## config.mk

```make
export PLATFORM = sky130hd
export DESIGN_NAME = lsu_ctrl
export DESIGN_NICKNAME = d
export VERILOG_FILES = /design/src/rtl/lsu_ctrl_pkg.sv /design/src/rtl/lsu_ctrl.sv
export SDC_FILE = /design/constraint.sdc
export NUM_CORES = 1
export LEC_CHECK = 0
export ABC_AREA = 0
export CELL_PAD_IN_SITES_DETAIL_PLACEMENT = 1
export CELL_PAD_IN_SITES_GLOBAL_PLACEMENT = 2
export CORE_MARGIN = 2
export CORE_UTILIZATION = 25
export CTS_CLUSTER_SIZE = 10
export DETAILED_ROUTE_END_ITERATION = 8
export PLACE_DENSITY_LB_ADDON = 0.1
export SLEW_MARGIN = 20
export SYNTH_ARGS = -nofsm -noshare
export SYNTH_HDL_FRONTEND = slang
export SYNTH_SLANG_ARGS = --single-unit
```

## constraint.sdc

```tcl
create_clock -name clk -period 10.4 [get_ports clk]
set_clock_uncertainty 0.2 [all_clocks]
set_input_delay 2.6 -clock clk [delete_from_list [all_inputs] [get_ports clk]]
set_output_delay 2.6 -clock clk [all_outputs]
set_load 0.1 [all_outputs]
```

## src/rtl/lsu_ctrl_pkg.sv

```systemverilog
// Shared encodings for the load/store controller: access widths, FSM states,
// default register-tag width and latency counter width.
// Imported by lsu_ctrl; holds no logic.
package lsu_ctrl_pkg;

  // Access width encodings, shared with data_mem_unit bit_width
  localparam logic [1:0] WIDTH_B = 2'b00;
  localparam logic [1:0] WIDTH_H = 2'b01;
  localparam logic [1:0] WIDTH_W = 2'b10;
  localparam logic [1:0] WIDTH_D = 2'b11;

  localparam int RD_W_DEF = 5;

  // Wide enough for MEM_LATENCY - 1 with MEM_LATENCY up to 4
  localparam int CNT_W = 2;

  typedef enum logic [1:0] {
    IDLE  = 2'd0,
    ISSUE = 2'd1,
    WAIT  = 2'd2,
    RESP  = 2'd3
  } state_t;

endpackage

```

## src/rtl/lsu_ctrl.sv

```systemverilog
// Load/store controller in front of data_mem_unit: one request in flight, tagged response.
// Latency from accept edge: fault +1 cycle, store +2, load MEM_LATENCY+1 to resp_valid.
// Backpressure: req_ready only in IDLE; resp_* held stable while resp_valid && !resp_ready.
// Ports: clk/rst; req_* from execute (valid/ready); resp_* to writeback (valid/ready);
//        mem_* drive data_mem_unit, mem_dout is its realigned/extended read data.
module lsu_ctrl
  import lsu_ctrl_pkg::*;
#(
  parameter int MEM_LATENCY = 1,
  parameter int ADDR_BITS   = 15,
  parameter int RD_W        = RD_W_DEF
) (
  input  logic            clk,
  input  logic            rst,
  input  logic            req_valid,
  output logic            req_ready,
  input  logic            req_is_store,
  input  logic [63:0]     req_addr,
  input  logic [63:0]     req_wdata,
  input  logic [1:0]      req_width,
  input  logic            req_signed,
  input  logic [RD_W-1:0] req_rd,
  output logic            resp_valid,
  input  logic            resp_ready,
  output logic [63:0]     resp_data,
  output logic [RD_W-1:0] resp_rd,
  output logic            resp_is_store,
  output logic            resp_fault,
  output logic            mem_en,
  output logic            mem_wea,
  output logic [63:0]     mem_addr,
  output logic [63:0]     mem_din,
  output logic            mem_sign_extend,
  output logic [1:0]      mem_bit_width,
  input  logic [63:0]     mem_dout
);

  state_t            state, state_nxt;
  logic [CNT_W-1:0]  cnt;
  logic              is_store_q;
  logic [63:0]       addr_q;
  logic [63:0]       wdata_q;
  logic [1:0]        width_q;
  logic              signed_q;
  logic [RD_W-1:0]   rd_q;
  logic [63:0]       rdata_q;
  logic              fault_q;

  logic accept;
  logic req_fault;
  logic cnt_done;

  assign accept    = (state == IDLE) && req_valid;
  assign req_fault = |req_addr[63:ADDR_BITS];
  // WAIT lasts MEM_LATENCY-1 cycles: exit on the edge where the counter reaches zero
  assign cnt_done  = (cnt == CNT_W'(1));

  // State register
  always_ff @(posedge clk or posedge rst) begin
    if (rst) begin
      state <= IDLE;
    end else begin
      state <= state_nxt;
    end
  end

  // Next-state logic
  always_comb begin
    state_nxt = state;
    case (state)
      IDLE:  if (req_valid) state_nxt = req_fault ? RESP : ISSUE;
      ISSUE: state_nxt = (is_store_q || MEM_LATENCY == 1) ? RESP : WAIT;
      WAIT:  if (cnt_done) state_nxt = RESP;
      RESP:  if (resp_ready) state_nxt = IDLE;
      default: state_nxt = IDLE;
    endcase
  end

  // Handshake and memory strobe outputs
  always_comb begin
    req_ready  = 1'b0;
    resp_valid = 1'b0;
    mem_en     = 1'b0;
    mem_wea    = 1'b0;
    case (state)
      IDLE:  req_ready = 1'b1;
      ISSUE: begin
        mem_en  = 1'b1;
        mem_wea = is_store_q;
      end
      WAIT:  mem_en = 1'b1;
      RESP:  resp_valid = 1'b1;
      default: ;
    endcase
  end

  // Request latch, latency counter and load-data capture
  always_ff @(posedge clk or posedge rst) begin
    if (rst) begin
      cnt        <= '0;
      is_store_q <= 1'b0;
      addr_q     <= '0;
      wdata_q    <= '0;
      width_q    <= '0;
      signed_q   <= 1'b0;
      rd_q       <= '0;
      rdata_q    <= '0;
      fault_q    <= 1'b0;
    end else begin
      if (accept) begin
        is_store_q <= req_is_store;
        addr_q     <= req_addr;
        wdata_q    <= req_wdata;
        width_q    <= req_width;
        signed_q   <= req_signed;
        rd_q       <= req_rd;
        fault_q    <= req_fault;
        rdata_q    <= '0;  // stores and faults respond with zero data
      end
      if (state == ISSUE && !is_store_q) begin
        cnt <= CNT_W'(MEM_LATENCY - 1);
        if (MEM_LATENCY == 1) rdata_q <= mem_dout;
      end
      if (state == WAIT) begin
        cnt <= cnt - CNT_W'(1);
        if (cnt_done) rdata_q <= mem_dout;
      end
    end
  end

  // mem_* address/data fields follow the latched request so they stay put across WAIT
  assign mem_addr        = addr_q;
  assign mem_din         = wdata_q;
  assign mem_bit_width   = width_q;
  assign mem_sign_extend = signed_q;

  assign resp_data     = rdata_q;
  assign resp_rd       = rd_q;
  assign resp_is_store = is_store_q;
  assign resp_fault    = fault_q;

endmodule
```

# Word-level counts from Yosys, hierarchy flattened
# Index checks and enable logic that the tools add are counted.
[classes]
add_sub_neg = 1
eq_ne = 7
n_mux = 15
n_reduce_logical = 8
[op_table]
columns = ["op", "n"]
rows = [
  ["$mux 64", 4],
  ["$reduce_or 49->1", 1],
  ["$mux 2", 6],
  ["$pmux 2 s4", 1],
  ["$ne 2x2->1 const B", 3],
  ["$eq 2x1->1 const B", 2],
  ["$eq 2x2->1 const B", 2],
  ["$mux 1", 4],
  ["$reduce_and 3->1", 1],
  ["$logic_and 1x1->1", 2],
  ["$logic_not 2->1", 1],
  ["$reduce_bool 2->1", 1],
  ["$reduce_or 2->1", 1],
  ["$sub 2x1->2 const B", 1],
  ["$logic_not 1->1", 1],
]
[word_totals]
regBits = 206
in_bits = 205

# Longest topological paths before layout
# Gate-level depths: netlist of run 1.
[depth]
word_depth = 6
mapped_depth = 9

# Least setup slack after synthesis of run 1
# Ideal clock, no wire load.
[synth_timing]
path_type = "reg2out"
start = "register is_store_q, in the netlist resp_is_store"
end = "output port mem_wea"
arrival_ns = 1.793
required_ns = 7.600
slack_ns = 5.807
stages_incl_launch_ff = 2
path_buffers = 0
cell_sequence = "dfrtp_1 > and2_1"
[synth_between]
elab_chain_len = 1
[synth_lines]
columns = ["item", "line_no", "rtl"]
rows = [
  ["from (decl)", "lsu_ctrl.sv:40", "logic is_store_q;"],
  ["from (signal assigned)", "lsu_ctrl.sv:111", "is_store_q <= req_is_store;"],
  ["$mux 1", "lsu_ctrl.sv:85", "case (state)"],
  ["to (decl)", "lsu_ctrl.sv:30", "output logic mem_wea,"],
]
# Every way passes these cells.

# Final worst setup path of run 1
[layout_timing]
start = "register state[1]"
end = "output port mem_wea"
[layout_between]
elab_chain_len = 2
[layout_lines]
columns = ["item", "line_no", "rtl"]
rows = [
  ["from (decl)", "lsu_ctrl.sv:38", "state_t state, state_nxt;"],
  ["from (signal assigned)", "lsu_ctrl.sv:63", "state <= state_nxt;"],
  ["$eq 2x1->1", "lsu_ctrl.sv:85", ""],
  ["$mux 1", "lsu_ctrl.sv:85", ""],
]
# Every way passes these cells.

==> impl_metrics.ini, run 1 <==
[logic_synthesis]
syn_avg_cell_area_um2 = 13.6
syn_area_um2 = 8470
ys_warn_count = 0
synthTopCellsByArea = dfrtp_1 61%, mux2_4 18%, nand2_1 6.0%, mux2_2 4.4%, o21ai_0 3.9%
synth_nets = 835
yosysTopAreaCell = dfrtp_1
yosys_register_bits = 206
seq_area_frac_synth = 0.608
synth_flop_cell = dfrtp_1
yosysTopAreaCellShare = 0.608
yosysUniqueCellTypes = 23
async_reset_ff_frac = 1.00
yosys-top-cells-count = 206 x dfrtp_1, 135 x nand2_1, 100 x mux2_4, 66 x o21ai_0, 33 x mux2_2
synth_edf_count = 0
yosys.cell_count.top_type = dfrtp_1
synthCells = 624

[place]
port_buffers = 410
gp_congestion = 0.700
dp_hpwl_um = 19600

[drt]
routed_via_density = 4.18
ant_nets = 0
drcViolationCount = 0
wl_per_cell_um = 18.4
dr.pass1.iters = 4
wirelength_um = 27600
dr_total_vias = 6268
drt_iter0_drc = 204

[worst_setup_path]
crit_family = buffers and inverters
crit_chain = inv_1 > ha_1 > and2_1 > clkdlybuf4s50_1
crit_required_ns = 7.60
cp-start-kind = flip-flop
critical_path.max_fanout = 4
crit_cells = 4
reg2regPathDepth = 5
critPathCaptureType = primary output
rrSetupSlack_ns = 7.24
critPathMaxStageDelay_ns = 1.21
crit_arrival_ns = 2.60
critPathSlowestCell = clkdlybuf4s50_1
crit_type = flip-flop to primary output
cp.buffers_inverters = 2

[timing]
tns_ns = 0
finalCritPeriodShare = 0.519
fmax_mhz = 185
timing.final.hold_violations = 0
rsz0062_at_grt = false
maxSlewViolCount = 0
slew_headroom = 0.275
finalSetupViolations = 0
tightestPinTransition_ns = 1.08
fin_crit_ns = 5.40

[clock_tree]
clock_latency_ns = 0.51
cts_sinks = 206
clk_pin_slew_ns = 0.06
postCtsHoldBufs = 0
post_cts_buffers = 0
cts_buffer_depth = 3
ctsResizeCount = 0
cts_root_buf = clkbuf_16
cts-htree-levels = 1
cts_tree = done
cts_made_buffers = 26

[global_route]
antenna_found_initial = 2
track_usage = 0.152
grt_pass1_wl_um = 41800
grt.overflow.total = 0
grt_max_degree = 81
grt_pass1_vias = 6667

[cells_and_area]
nFillCells = 3510
fin_nets = 1243
area.growth.synth_to_final_pct = 62.1
final_core_util = 0.411
final_layout_size_suffix_gt1_frac = 0.168

[worst_hold_path]
hp-class = flip-flop to flip-flop
worstHoldPathCells = 1

[job]
drv_cap = 0

[floorplanning]
dieWidth_um = 188
io_pins = 411
die_h_um = 188
rows = 67
die_area_um2 = 35400
initial_core_util = 0.253
core_um2 = 33400

[run_status]
status = complete, no violations
[layout make-up]
type | instances | area, µm² | area share
Multi-Input combinational cell | 375 | 3030 | 0.221
Timing Repair Buffer | 416 | 4150 | 0.302
Tap cell | 448 | 561 | 0.0408
Clock buffer | 45 | 803 | 0.0585
Antenna cell | 2 | 5.00 | 0.000364
Inverter | 7 | 33.8 | 0.00246
Sequential cell | 206 | 5150 | 0.375
[cells in the final DEF, fill, tap and decap left out, drive strengths merged]
| master | instances |
|---|---|
| nor3 | 1 |
| diode | 2 |
| or3 | 1 |
| nor2 | 2 |
| ha | 6 |
| nand4 | 2 |
| clkbuf | 45 |
| nand2 | 135 |
| dfrtp | 206 |
| nor4 | 13 |
| clkdlybuf4s50 | 410 |
| o21ai | 71 |
| mux2 | 137 |
| and2 | 1 |
| buf | 6 |
| nor2b | 1 |
| nand2b | 1 |
| o22ai | 1 |
| nand3 | 3 |
| inv | 7 |
[sequential cells by signal, indices dropped and copies added (netlist names)]
register and cells:
mem_bit_width 2, resp_rd 5, mem_addr 64, mem_din 64, cnt 2, resp_data 64, resp_is_store 1, state 2
mem_sign_extend 1, resp_fault 1
[kinds of logic after synthesis]
kind of cell	synth area share
DFF	0.608
muxes	0.226
and+or+nand+nor	0.0780
AOI/OAI and AO/OA	0.0427
buffers and inverters	0.0357
adders and majority gates	0.00886
[per-layer routing]
layer	routed length, µm	track usage
met5	0	0
met4	806	0.0472
met3	2170	0.0518
met2	13200	0.249
met1	11500	0.189
[metrics by stage]
step	worst slack, ns	hold slack (ns)	instances	area, µm²
finish	5.00	0.293	1499	13700
global route	4.90	0.300	1499	13700
CTS	4.97	0.297	1497	13700
detailed placement	4.93	0.284	1452	12900
global placement	4.93	0.272	1452	12900
floorplan	1.98	0.264	624	8470
[worst register-to-register path, stage by stage (launching register included)]
cell and delay, ns:
dfrtp_1 0.40, inv_1 0.11, ha_1 0.29, nand2_4 0.66
buf_4 0.86, mux2_2 0.53
[path summary, 6_finish.rpt]
| kind | startpoint | endpoint |
|---|---|---|
| min | mem_addr[13] | mem_addr[13] |
| max reg2reg | state[0] | mem_addr[1] |
| min reg2reg | mem_addr[13] | mem_addr[13] |
| max | state[1] | mem_wea |
| max in group asynchronous | rst | mem_addr[14] |
| min in group asynchronous | rst | mem_din[1] |
Power of run 1 is not shown: default switching activity piles up to over one toggle a cycle in this logic, so the estimate is an artifact.
==> run 2, diff against run 1 <==
clock period = 5.1 ns   (was 10.4 ns; I/O delays follow)
==> impl_metrics.ini, run 2 (synthesized netlist as in run 1, its figures left out) <==
[timing]
finalCritPeriodShare = 0.798
slew_headroom = 0.276
tns_ns = 0
fin_crit_ns = 4.07
timing.final.hold_violations = 0
fmax_mhz = 246
tightestPinTransition_ns = 1.08
rsz0062_at_grt = false
timing.hold.ws_ns = 0.291
finalSetupViolations = 0
maxSlewViolCount = 0

[clock_tree]
post_cts_buffers = 0
cts_buffer_depth = 3
cts_sinks = 206
cts_root_buf = clkbuf_16
cts_made_buffers = 27
clock_latency_ns = 0.52
clk_pin_slew_ns = 0.06
postCtsHoldBufs = 0
cts-htree-levels = 1
ctsResizeCount = 0
cts_tree = done

[drt]
drcViolationCount = 0
dr_total_vias = 6353
met2_length_um = 13800
wl_met3_um = 2460
ant_nets = 0
drt_iter0_drc = 231
wl_per_cell_um = 18.7
routed_via_density = 4.24
wirelength_um = 28100
wl_met1_um = 11100
dr.pass1.iters = 4
top_layer_used = met5

[worst_setup_path]
crit_chain = inv_1 > ha_1 > and2_1 > clkdlybuf4s50_1
cp-start-kind = flip-flop
crit_arrival_ns = 2.59
critPathMaxStageDelay_ns = 1.17
critical_path.max_fanout = 4
reg2regPathDepth = 5
critPathCaptureType = primary output
crit_type = flip-flop to primary output
critPathSlowestCell = clkdlybuf4s50_1
crit_required_ns = 3.62

[cells_and_area]
layout.cells.non_filler = 1500
final_cell_mix = 410 x clkdlybuf4s50_1, 206 x dfrtp_1, 133 x nand2_1
fin_nets = 1244
final_layout_size_suffix_gt1_frac = 0.171
final_core_util = 0.412
area.growth.synth_to_final_pct = 62.8
layout_commonest_cell = clkdlybuf4s50_1

[run_status]
status = complete, no violations

[global_route]
grt_pass1_vias = 6801
grt_max_degree = 113
track_usage = 0.157
antenna_found_initial = 5
grt.overflow.total = 0
grt_pass1_wl_um = 43100

[place]
gp_congestion = 0.722
dp.cells = 1452
port_buffers = 410
dp_hpwl_um = 20200

[worst_hold_path]
hp-class = flip-flop to flip-flop
worstHoldPathCells = 1

[floorplanning]
dieWidth_um = 188
die_area_um2 = 35400
core_um2 = 33400
initial_core_util = 0.253
io_pins = 411
rows = 67
die_h_um = 188

[job]
drv_cap = 0
[run 2: cell type report]
cell class | instances | area (µm²)
diodes | 4 | 10.0
clock buffers | 40 | 774
clock inverters | 4 | 23.8
fillers | 3524 | 19700
inverters | 7 | 30.0
multi-input cells | 375 | 3030
flip-flops and latches | 206 | 5150
well taps | 448 | 561
repair buffers | 416 | 4210
[run 2: final timing paths]
kind | start | endpoint | slack (ns)
min | mem_addr[13] | mem_addr[13] | 0.29
min in group asynchronous | rst | mem_addr[56] | 1.04
max | state[1] | mem_wea | 1.03
max reg2reg | state[0] | mem_addr[11] | 2.49
max in group asynchronous | rst | mem_din[49] | 3.05
min reg2reg | mem_addr[13] | mem_addr[13] | 0.29
[run 2: critical path, delay by kind of cell, from the launching register on]
family	cells	cell delay, ns
fa+ha+maj	1	0.23
buf+inv	2	1.28
flops	1	0.41
simple gates	1	0.15
[run 2: metrics by stage]
stage,worst slack [ns],instance area (µm²)
2_1_floorplan,0.953,8480
3_3_place_gp,1.47,13000
3_5_place_dp,1.43,13000
4_1_cts,0.984,13800
5_1_grt,0.886,13800
6_report,1.03,13800
[run 2: routing by layer]
layer | track usage | vias to the layer above
li1 | - | 2937
met1 | 0.187 | 3130
met2 | 0.261 | 238
met3 | 0.0580 | 46
met4 | 0.0521 | 2
met5 | 0 | -
Power of run 2 is left out for the same reason.
